[src/rtl/fetch_stage_pkg.sv]
`default_nettype none
// ============================================================================
//  Module   : fetch_stage_pkg
//  Purpose  : Shared definitions for the instruction-fetch stage: FSM state
//             encoding, default widths, the IF/ID pipeline record and its
//             bubble value, and the PC increment.
//  Ports    : none (package)
//  Revision : 1.0 - initial release
// ============================================================================
package fetch_stage_pkg;

    localparam int FETCH_PC_W   = 8;    // byte address width
    localparam int FETCH_INST_W = 16;   // instruction width (two bytes)
    localparam int FETCH_CNT_W  = 16;   // fetched-instruction counter width

    // Every instruction is two bytes, so the PC always advances by 2.
    localparam logic [FETCH_PC_W-1:0] PC_INC = 8'd2;

    typedef enum logic [1:0] {
        ST_BOOT   = 2'd0,
        ST_RUN    = 2'd1,
        ST_HALTED = 2'd2
    } fetch_state_t;

    // IF/ID pipeline record handed to decode.
    typedef struct packed {
        logic                    valid;
        logic [FETCH_INST_W-1:0] inst;
        logic [FETCH_PC_W-1:0]   pc;
        logic [FETCH_PC_W-1:0]   pc_next;
    } ifid_t;

    // A bubble carries no instruction; all fields are driven to zero so
    // downstream logic never sees stale addresses.
    localparam ifid_t IFID_BUBBLE = '{
        valid:   1'b0,
        inst:    '0,
        pc:      '0,
        pc_next: '0
    };

endpackage : fetch_stage_pkg
`default_nettype wire

[src/rtl/fetch_stage_if.sv]
`default_nettype none
// ============================================================================
//  Module   : fetch_stage_if
//  Purpose  : Bundles the fetch stage's memory, decode-control and IF/ID
//             signals.
//             master : the fetch stage (drives pc_o, IF/ID, status outputs)
//             slave  : memory/decode side (drives inst_i and control inputs)
//  Signals  : pc_o, inst_i, stall_i, redirect_i, redirect_pc_i, halt_i,
//             ifid_valid_o, ifid_inst_o, ifid_pc_o, ifid_pc_next_o,
//             misalign_o, halted_o, fetch_count_o
//  Revision : 1.0 - initial release
// ============================================================================
interface fetch_stage_if
    import fetch_stage_pkg::*;
#(
    parameter int PC_W   = FETCH_PC_W,
    parameter int INST_W = FETCH_INST_W,
    parameter int CNT_W  = FETCH_CNT_W
);

    logic [PC_W-1:0]   pc_o;
    logic [INST_W-1:0] inst_i;
    logic              stall_i;
    logic              redirect_i;
    logic [PC_W-1:0]   redirect_pc_i;
    logic              halt_i;
    logic              ifid_valid_o;
    logic [INST_W-1:0] ifid_inst_o;
    logic [PC_W-1:0]   ifid_pc_o;
    logic [PC_W-1:0]   ifid_pc_next_o;
    logic              misalign_o;
    logic              halted_o;
    logic [CNT_W-1:0]  fetch_count_o;

    modport master (
        output pc_o,
        input  inst_i,
        input  stall_i,
        input  redirect_i,
        input  redirect_pc_i,
        input  halt_i,
        output ifid_valid_o,
        output ifid_inst_o,
        output ifid_pc_o,
        output ifid_pc_next_o,
        output misalign_o,
        output halted_o,
        output fetch_count_o
    );

    modport slave (
        input  pc_o,
        output inst_i,
        output stall_i,
        output redirect_i,
        output redirect_pc_i,
        output halt_i,
        input  ifid_valid_o,
        input  ifid_inst_o,
        input  ifid_pc_o,
        input  ifid_pc_next_o,
        input  misalign_o,
        input  halted_o,
        input  fetch_count_o
    );

endinterface : fetch_stage_if
`default_nettype wire

[src/rtl/fetch_stage_ifid.sv]
`default_nettype none
// ============================================================================
//  Module   : fetch_stage_ifid
//  Purpose  : IF/ID pipeline register. Flush has priority over load; with
//             neither asserted the register holds its contents.
//  Ports    : clk   - clock
//             rst   - synchronous active-high reset (loads bubble)
//             load  - capture d
//             flush - replace contents with a bubble
//             d     - incoming IF/ID record
//             q     - registered IF/ID record
//  Revision : 1.0 - initial release
// ============================================================================
module fetch_stage_ifid
    import fetch_stage_pkg::*;
(
    input  logic  clk,
    input  logic  rst,
    input  logic  load,
    input  logic  flush,
    input  ifid_t d,
    output ifid_t q
);

    ifid_t r_q;

    always_ff @(posedge clk) begin
        if (rst) begin
            r_q <= IFID_BUBBLE;
        end else if (flush) begin
            r_q <= IFID_BUBBLE;
        end else if (load) begin
            r_q <= d;
        end
    end

    assign q = r_q;

endmodule : fetch_stage_ifid
`default_nettype wire

[src/rtl/fetch_stage.sv]
`default_nettype none
// ============================================================================
//  Module   : fetch_stage
//  Purpose  : Instruction-fetch stage. Owns the program counter, addresses
//             the instruction memory, captures the returned big-endian word
//             into the IF/ID register, and handles stall, redirect/flush,
//             halt and a fetched-instruction counter.
//  Ports    : clk - clock
//             rst - synchronous active-high reset
//             bus - fetch_stage_if.master (memory, control, IF/ID, status)
//  Notes    : PC_W and INST_W must match the widths of the IF/ID record in
//             fetch_stage_pkg. RESET_PC must be even.
//  Revision : 1.0 - initial release
// ============================================================================
module fetch_stage
    import fetch_stage_pkg::*;
#(
    parameter int              PC_W     = FETCH_PC_W,
    parameter int              INST_W   = FETCH_INST_W,
    parameter logic [PC_W-1:0] RESET_PC = '0,
    parameter int              CNT_W    = FETCH_CNT_W
)(
    input  logic           clk,
    input  logic           rst,
    fetch_stage_if.master  bus
);

    fetch_state_t      r_state;
    fetch_state_t      w_state_next;

    logic [PC_W-1:0]   r_pc;
    logic [PC_W-1:0]   w_pc_next;
    logic [PC_W-1:0]   w_pc_plus;
    logic [CNT_W-1:0]  r_cnt;
    logic              r_misalign;

    logic              w_ifid_load;
    logic              w_ifid_flush;
    logic              w_cnt_inc;
    logic              w_misalign_next;
    ifid_t             w_ifid_d;
    ifid_t             w_ifid_q;

    // Modulo-2^PC_W increment: 0xFE wraps to 0x00 naturally.
    assign w_pc_plus = r_pc + PC_W'(PC_INC);

    // ------------------------------------------------------------------
    // FSM state register
    // ------------------------------------------------------------------
    always_ff @(posedge clk) begin
        if (rst) begin
            r_state <= ST_BOOT;
        end else begin
            r_state <= w_state_next;
        end
    end

    // ------------------------------------------------------------------
    // Next state and per-cycle controls.
    // In RUN the priority is redirect > halt > stall > normal fetch.
    // ------------------------------------------------------------------
    always_comb begin
        w_state_next    = r_state;
        w_pc_next       = r_pc;
        w_ifid_load     = 1'b0;
        w_ifid_flush    = 1'b0;
        w_cnt_inc       = 1'b0;
        w_misalign_next = 1'b0;

        case (r_state)
            ST_BOOT: begin
                // One idle cycle after reset so memory sees a stable address.
                w_state_next = ST_RUN;
                w_ifid_flush = 1'b1;
            end

            ST_RUN: begin
                if (bus.redirect_i) begin
                    // Force the target even; the odd bit is reported instead.
                    w_pc_next       = {bus.redirect_pc_i[PC_W-1:1], 1'b0};
                    w_ifid_flush    = 1'b1;
                    w_misalign_next = bus.redirect_pc_i[0];
                end else if (bus.halt_i) begin
                    w_ifid_flush = 1'b1;
                    w_state_next = ST_HALTED;
                end else if (!bus.stall_i) begin
                    w_ifid_load = 1'b1;
                    w_pc_next   = w_pc_plus;
                    w_cnt_inc   = 1'b1;
                end
            end

            ST_HALTED: begin
                // Everything frozen until reset.
            end

            default: begin
                w_state_next = ST_BOOT;
                w_ifid_flush = 1'b1;
            end
        endcase
    end

    // ------------------------------------------------------------------
    // PC, counter and misalign pulse
    // ------------------------------------------------------------------
    always_ff @(posedge clk) begin
        if (rst) begin
            r_pc       <= RESET_PC;
            r_cnt      <= '0;
            r_misalign <= 1'b0;
        end else begin
            r_pc       <= w_pc_next;
            r_misalign <= w_misalign_next;
            if (w_cnt_inc) begin
                r_cnt <= r_cnt + CNT_W'(1);
            end
        end
    end

    // ------------------------------------------------------------------
    // IF/ID register
    // ------------------------------------------------------------------
    always_comb begin
        w_ifid_d         = IFID_BUBBLE;
        w_ifid_d.valid   = 1'b1;
        w_ifid_d.inst    = bus.inst_i;
        w_ifid_d.pc      = r_pc;
        w_ifid_d.pc_next = w_pc_plus;
    end

    fetch_stage_ifid u_ifid (
        .clk   (clk),
        .rst   (rst),
        .load  (w_ifid_load),
        .flush (w_ifid_flush),
        .d     (w_ifid_d),
        .q     (w_ifid_q)
    );

    // ------------------------------------------------------------------
    // Outputs (all sourced from registers)
    // ------------------------------------------------------------------
    assign bus.pc_o           = r_pc;
    assign bus.ifid_valid_o   = w_ifid_q.valid;
    assign bus.ifid_inst_o    = w_ifid_q.inst;
    assign bus.ifid_pc_o      = w_ifid_q.pc;
    assign bus.ifid_pc_next_o = w_ifid_q.pc_next;
    assign bus.misalign_o     = r_misalign;
    assign bus.halted_o       = (r_state == ST_HALTED);
    assign bus.fetch_count_o  = r_cnt;

endmodule : fetch_stage
`default_nettype wire

[src/flat_wrapper.sv]
// flat-port wrapper written by rule: the top's interface ports become plain ports
module fetch_stage_flat import fetch_stage_pkg::*;
#(
    parameter int              PC_W     = FETCH_PC_W,
    parameter int              INST_W   = FETCH_INST_W,
    parameter logic [PC_W-1:0] RESET_PC = '0,
    parameter int              CNT_W    = FETCH_CNT_W
)
  (clk, rst, bus_pc_o, bus_inst_i, bus_stall_i, bus_redirect_i, bus_redirect_pc_i, bus_halt_i, bus_ifid_valid_o, bus_ifid_inst_o, bus_ifid_pc_o, bus_ifid_pc_next_o, bus_misalign_o, bus_halted_o, bus_fetch_count_o);
  fetch_stage_if #(.PC_W(PC_W), .INST_W(INST_W), .CNT_W(CNT_W)) bus_i ();
  input  logic clk;
  input  logic rst;
  output wire logic [$bits(bus_i.pc_o)-1:0] bus_pc_o;
  input wire logic [$bits(bus_i.inst_i)-1:0] bus_inst_i;
  input wire logic [$bits(bus_i.stall_i)-1:0] bus_stall_i;
  input wire logic [$bits(bus_i.redirect_i)-1:0] bus_redirect_i;
  input wire logic [$bits(bus_i.redirect_pc_i)-1:0] bus_redirect_pc_i;
  input wire logic [$bits(bus_i.halt_i)-1:0] bus_halt_i;
  output wire logic [$bits(bus_i.ifid_valid_o)-1:0] bus_ifid_valid_o;
  output wire logic [$bits(bus_i.ifid_inst_o)-1:0] bus_ifid_inst_o;
  output wire logic [$bits(bus_i.ifid_pc_o)-1:0] bus_ifid_pc_o;
  output wire logic [$bits(bus_i.ifid_pc_next_o)-1:0] bus_ifid_pc_next_o;
  output wire logic [$bits(bus_i.misalign_o)-1:0] bus_misalign_o;
  output wire logic [$bits(bus_i.halted_o)-1:0] bus_halted_o;
  output wire logic [$bits(bus_i.fetch_count_o)-1:0] bus_fetch_count_o;
  assign bus_pc_o = bus_i.pc_o;
  assign bus_i.inst_i = bus_inst_i;
  assign bus_i.stall_i = bus_stall_i;
  assign bus_i.redirect_i = bus_redirect_i;
  assign bus_i.redirect_pc_i = bus_redirect_pc_i;
  assign bus_i.halt_i = bus_halt_i;
  assign bus_ifid_valid_o = bus_i.ifid_valid_o;
  assign bus_ifid_inst_o = bus_i.ifid_inst_o;
  assign bus_ifid_pc_o = bus_i.ifid_pc_o;
  assign bus_ifid_pc_next_o = bus_i.ifid_pc_next_o;
  assign bus_misalign_o = bus_i.misalign_o;
  assign bus_halted_o = bus_i.halted_o;
  assign bus_fetch_count_o = bus_i.fetch_count_o;
  fetch_stage #(.PC_W(PC_W), .INST_W(INST_W), .RESET_PC(RESET_PC), .CNT_W(CNT_W)) u_core (.clk(clk), .rst(rst), .bus(bus_i));
endmodule
[config.mk]
export PLATFORM = sky130hd
export DESIGN_NAME = fetch_stage_flat
export DESIGN_NICKNAME = d
export VERILOG_FILES = /design/src/rtl/fetch_stage_pkg.sv /design/src/rtl/fetch_stage_if.sv /design/src/rtl/fetch_stage_ifid.sv /design/src/rtl/fetch_stage.sv /design/src/flat_wrapper.sv
export SDC_FILE = /design/constraint.sdc
export NUM_CORES = 1
export LEC_CHECK = 0
export ABC_AREA = 0
export CAP_MARGIN = 20
export CORE_ASPECT_RATIO = 1.1
export CORE_MARGIN = 2
export CORE_UTILIZATION = 40
export CTS_BUF_LIST = sky130_fd_sc_hd__clkbuf_4
export DETAILED_ROUTE_END_ITERATION = 8
export PLACE_DENSITY_LB_ADDON = 0.15
export SLEW_MARGIN = 20
export SYNTH_ARGS = -nofsm -noshare
export SYNTH_HDL_FRONTEND = slang
export SYNTH_SLANG_ARGS = --single-unit
[constraint.sdc]
create_clock -name clk -period 2.71 [get_ports clk]
set_input_delay 0.4065 -clock clk [delete_from_list [all_inputs] [get_ports clk]]
set_output_delay 0.4065 -clock clk [all_outputs]
set_load 0.05 [all_outputs]
==> metrics.txt <==
status complete, no violations; Data arrival, critical path ~2000 ps; Std-Cell Rows 29; Power per Cell Area 505 mW/mm^2; NetSw ~450 uW; TNS Setup 0 ps; DR vias ~2,300; HP Class flip-flop to flip-flop; total CTS buffers 9; FFs w/ async S/R, synth 0%; kind of end point of the critical path output pin; max-cap check violation count 0; worst r2r path cells 5; top_reg_cell synth dfxtp_1; GRT overflow 0; Ys Warns 0; Max Slew Vio Count 0; Final Hold Vio Count 0; Seq/Total Area, Yosys 46.3%; post-synth cell types between 40 and 50; Final nets 402; CP startpoint u_core.r_state[1]; Post-CTS Setup Inserts 0; Int Power roughly 1300 uW; total clock sinks 57; Routed Antenna Nets 0; gate count of the mapped netlist 294; nature of the critical path startpoint flip-flop; clock latency at the later pin of the worst-skew pair between 400 and 500 ps; static leakage 0.00114 uW; crit path max fanout 7; drt drc 0; CORE AREA 0.00584 sq mm; Reg2Reg Setup Slack 930 ps; vias per std cell between 5 and 6; GR Util met2 28.3%; CP Capture Point bus_halted_o; power share of the clock group 40.5%; switching share of total power between 20% and 30%; number of global-route vias before repair 2,028; CTS clock-pin slew for the worst setup and hold paths 100 ps; H-Tree Depth 3; Die ar. 0.00680 sq mm; RSZ-0062 raised after global routing false; TritonCTS clock tree built; number of synthesized register bits 57; CP max stage cell clkdlybuf4s50_1; EDFF count, synth 0; global route hottest layer met2; Slew HR between 40% and 50%; Pre-antenna DRT Iters 4; CTS Buffer Depth 2; DRT iter0 DRCs between 60 and 70; fraction of layout cells with a size suffix above 1 7.71%; Cell Chain, Critical Path nor2b_1, clkdlybuf4s50_1; Max stage delay on crit path 860 ps; first-pass GRT wire length 9.53 mm; syn avg cell area 8.38 sq um; CTS resizes 0; worst-margin pin slew 847 ps; I/O pin total 88; largest net degree at the start of global routing 28; clk_skew between 15 and 20 ps; reg2reg end u_core.u_ifid.q[3]; Fillers 554; PortBufs 84; area grow syn2layout 40.7%; Crit path required time 2300 ps; r2r startpoint u_core.r_state[1]; min Tclk post-route 2460 ps; final worst-path setup slack 254 ps; gpl congestion 0.738; Initial Util 42.2%; Flop pwr share 49.4%; worst vdd ir 0.371 mV; CTS Hold Bufs 0; WL final 5.89 mm; initial antenna violation count 0; period utilization between 90 and 100%; Ant. Diodes 0; post-DR wirelength/cell 13.0 microns; FMAX 0.407 GHz; Comb power frac 10.2%; Post-Place Worst Slack 347 ps; placed wire-length estimate 4.21 mm; Die X 78.8 microns; # setup viols final 0; met3 usage 5.10%; critical path class flip-flop to output pin; die height 86.3 microns; GRT Total Usage 18.0%; M1 GR Usage between 20 and 25%; Mapped Area 0.00246 sq mm; root buf cell clkbuf_4
-- cell type report --
cell class / instances / area (sq um) / share of cell area [%]
inverters: 4 / 15.0 / 0.433
clock buffers: 9 / 67.6 / 1.95
well taps: 77 / 96.3 / 2.78
clock inverters: 7 / 95.1 / 2.74
flip-flops and latches: 57 / 1140 / 32.9
multi-input cells: 209 / 1160 / 33.6
repair buffers: 90 / 886 / 25.6
-- routing by layer --
metal	routed length, microns	vias to the layer above
met3	309	9
met1	2730	1036
li1	-	1169
met5	0	-
met2	2750	61
met4	99	0
-- registers in the layout, summed over array words and instances (netlist names) --
signal and flops:
u_core.bus.pc_o 7, u_core.u_ifid.q 31, u_core.bus.fetch_count_o 16, u_core.bus.misalign_o 1, u_core.r_state 2
-- synth_stat cells (2+ instances only) --
cell	count	share of area, %
nand4_1	4	1.0
o31ai_1	6	1.8
or3_1	3	0.76
nand2b_1	2	0.51
and4_1	2	0.71
nor3_1	4	0.81
nand2_1	61	9.3
buf_2	3	0.61
nand3_1	11	2.2
xor2_1	9	3.2
a21oi_1	34	6.9
inv_1	3	0.46
o21a_1	2	0.61
nor2_1	23	3.5
buf_4	14	4.3
a31oi_1	3	0.76
a311oi_1	2	0.71
ha_1	2	1.0
xnor2_1	2	0.71
and3_1	2	0.51
dfxtp_1	57	46
o21ai_0	6	1.2
a211oi_1	4	1.2
clkbuf_1	9	1.4
or4_1	5	1.5
-- cell usage in the layout (no fill, tap or decap), types with 6 or more instances in the layout --
master           count
o31ai_1              6
clkbuf_4             9
nand2_1             61
nor2_1              23
xor2_1               9
nand3_1             11
buf_4                6
a21oi_1             34
dfxtp_1             57
clkdlybuf4s50_1     84
-- cells by family after synthesis --
kind of cell	after synthesis	synth area share [%]
AO/OA/AOI/OAI	62	14.9
multiplexers	1	0.407
other	1	0.152
buffers and inverters	30	6.86
XOR/XNOR	11	3.91
AND/OR/NAND/NOR	130	26.4
adder cells (fa/ha/maj)	2	1.02
flip-flops	57	46.3
-- how the worst min path moves through the flow --
stage | start | to | slack [ps] | cells after the start
after floorplan | u_core.bus.pc_o[7] | u_core.u_ifid.q[15] | 470 | 2
after global placement | u_core.u_ifid.q[31] | u_core.u_ifid.q[31] | 440 | 2
after detailed placement | u_core.u_ifid.q[16] | u_core.u_ifid.q[16] | 450 | 2
after CTS | u_core.u_ifid.q[16] | u_core.u_ifid.q[16] | 460 | 2
after global routing | u_core.u_ifid.q[18] | u_core.u_ifid.q[18] | 480 | 2
final | u_core.u_ifid.q[10] | u_core.u_ifid.q[10] | 460 | 2
-- through the flow --
step	cells	total power [uW]	utilization [%]	instance area [sq um]	hold WS, ps
2_1_floorplan	296	993	-	2470	472
3_3_place_gp	437	1060	56.5	3300	442
6_report	453	1750	59.3	3460	460
4_1_cts	453	1770	59.3	3460	463
5_1_grt	453	1820	59.3	3460	478
3_5_place_dp	437	1060	56.5	3300	447
-- power by group through the flow --
stage	Clock [uW]	Sequential, uW	Combinational, uW
final	708	864	178
after global routing	766	867	191
after CTS	723	864	179
after detailed placement	0	883	178
after global placement	0	883	178
after floorplan	0	885	109
-- worst max-delay path: cells and delay by family, from the launching register on --
kind / cells / cell delay, ps
flops: 1 / 480
simple gates: 1 / 310
buf+inv: 1 / 860
Note: power is estimated with default switching activity, not from simulation.
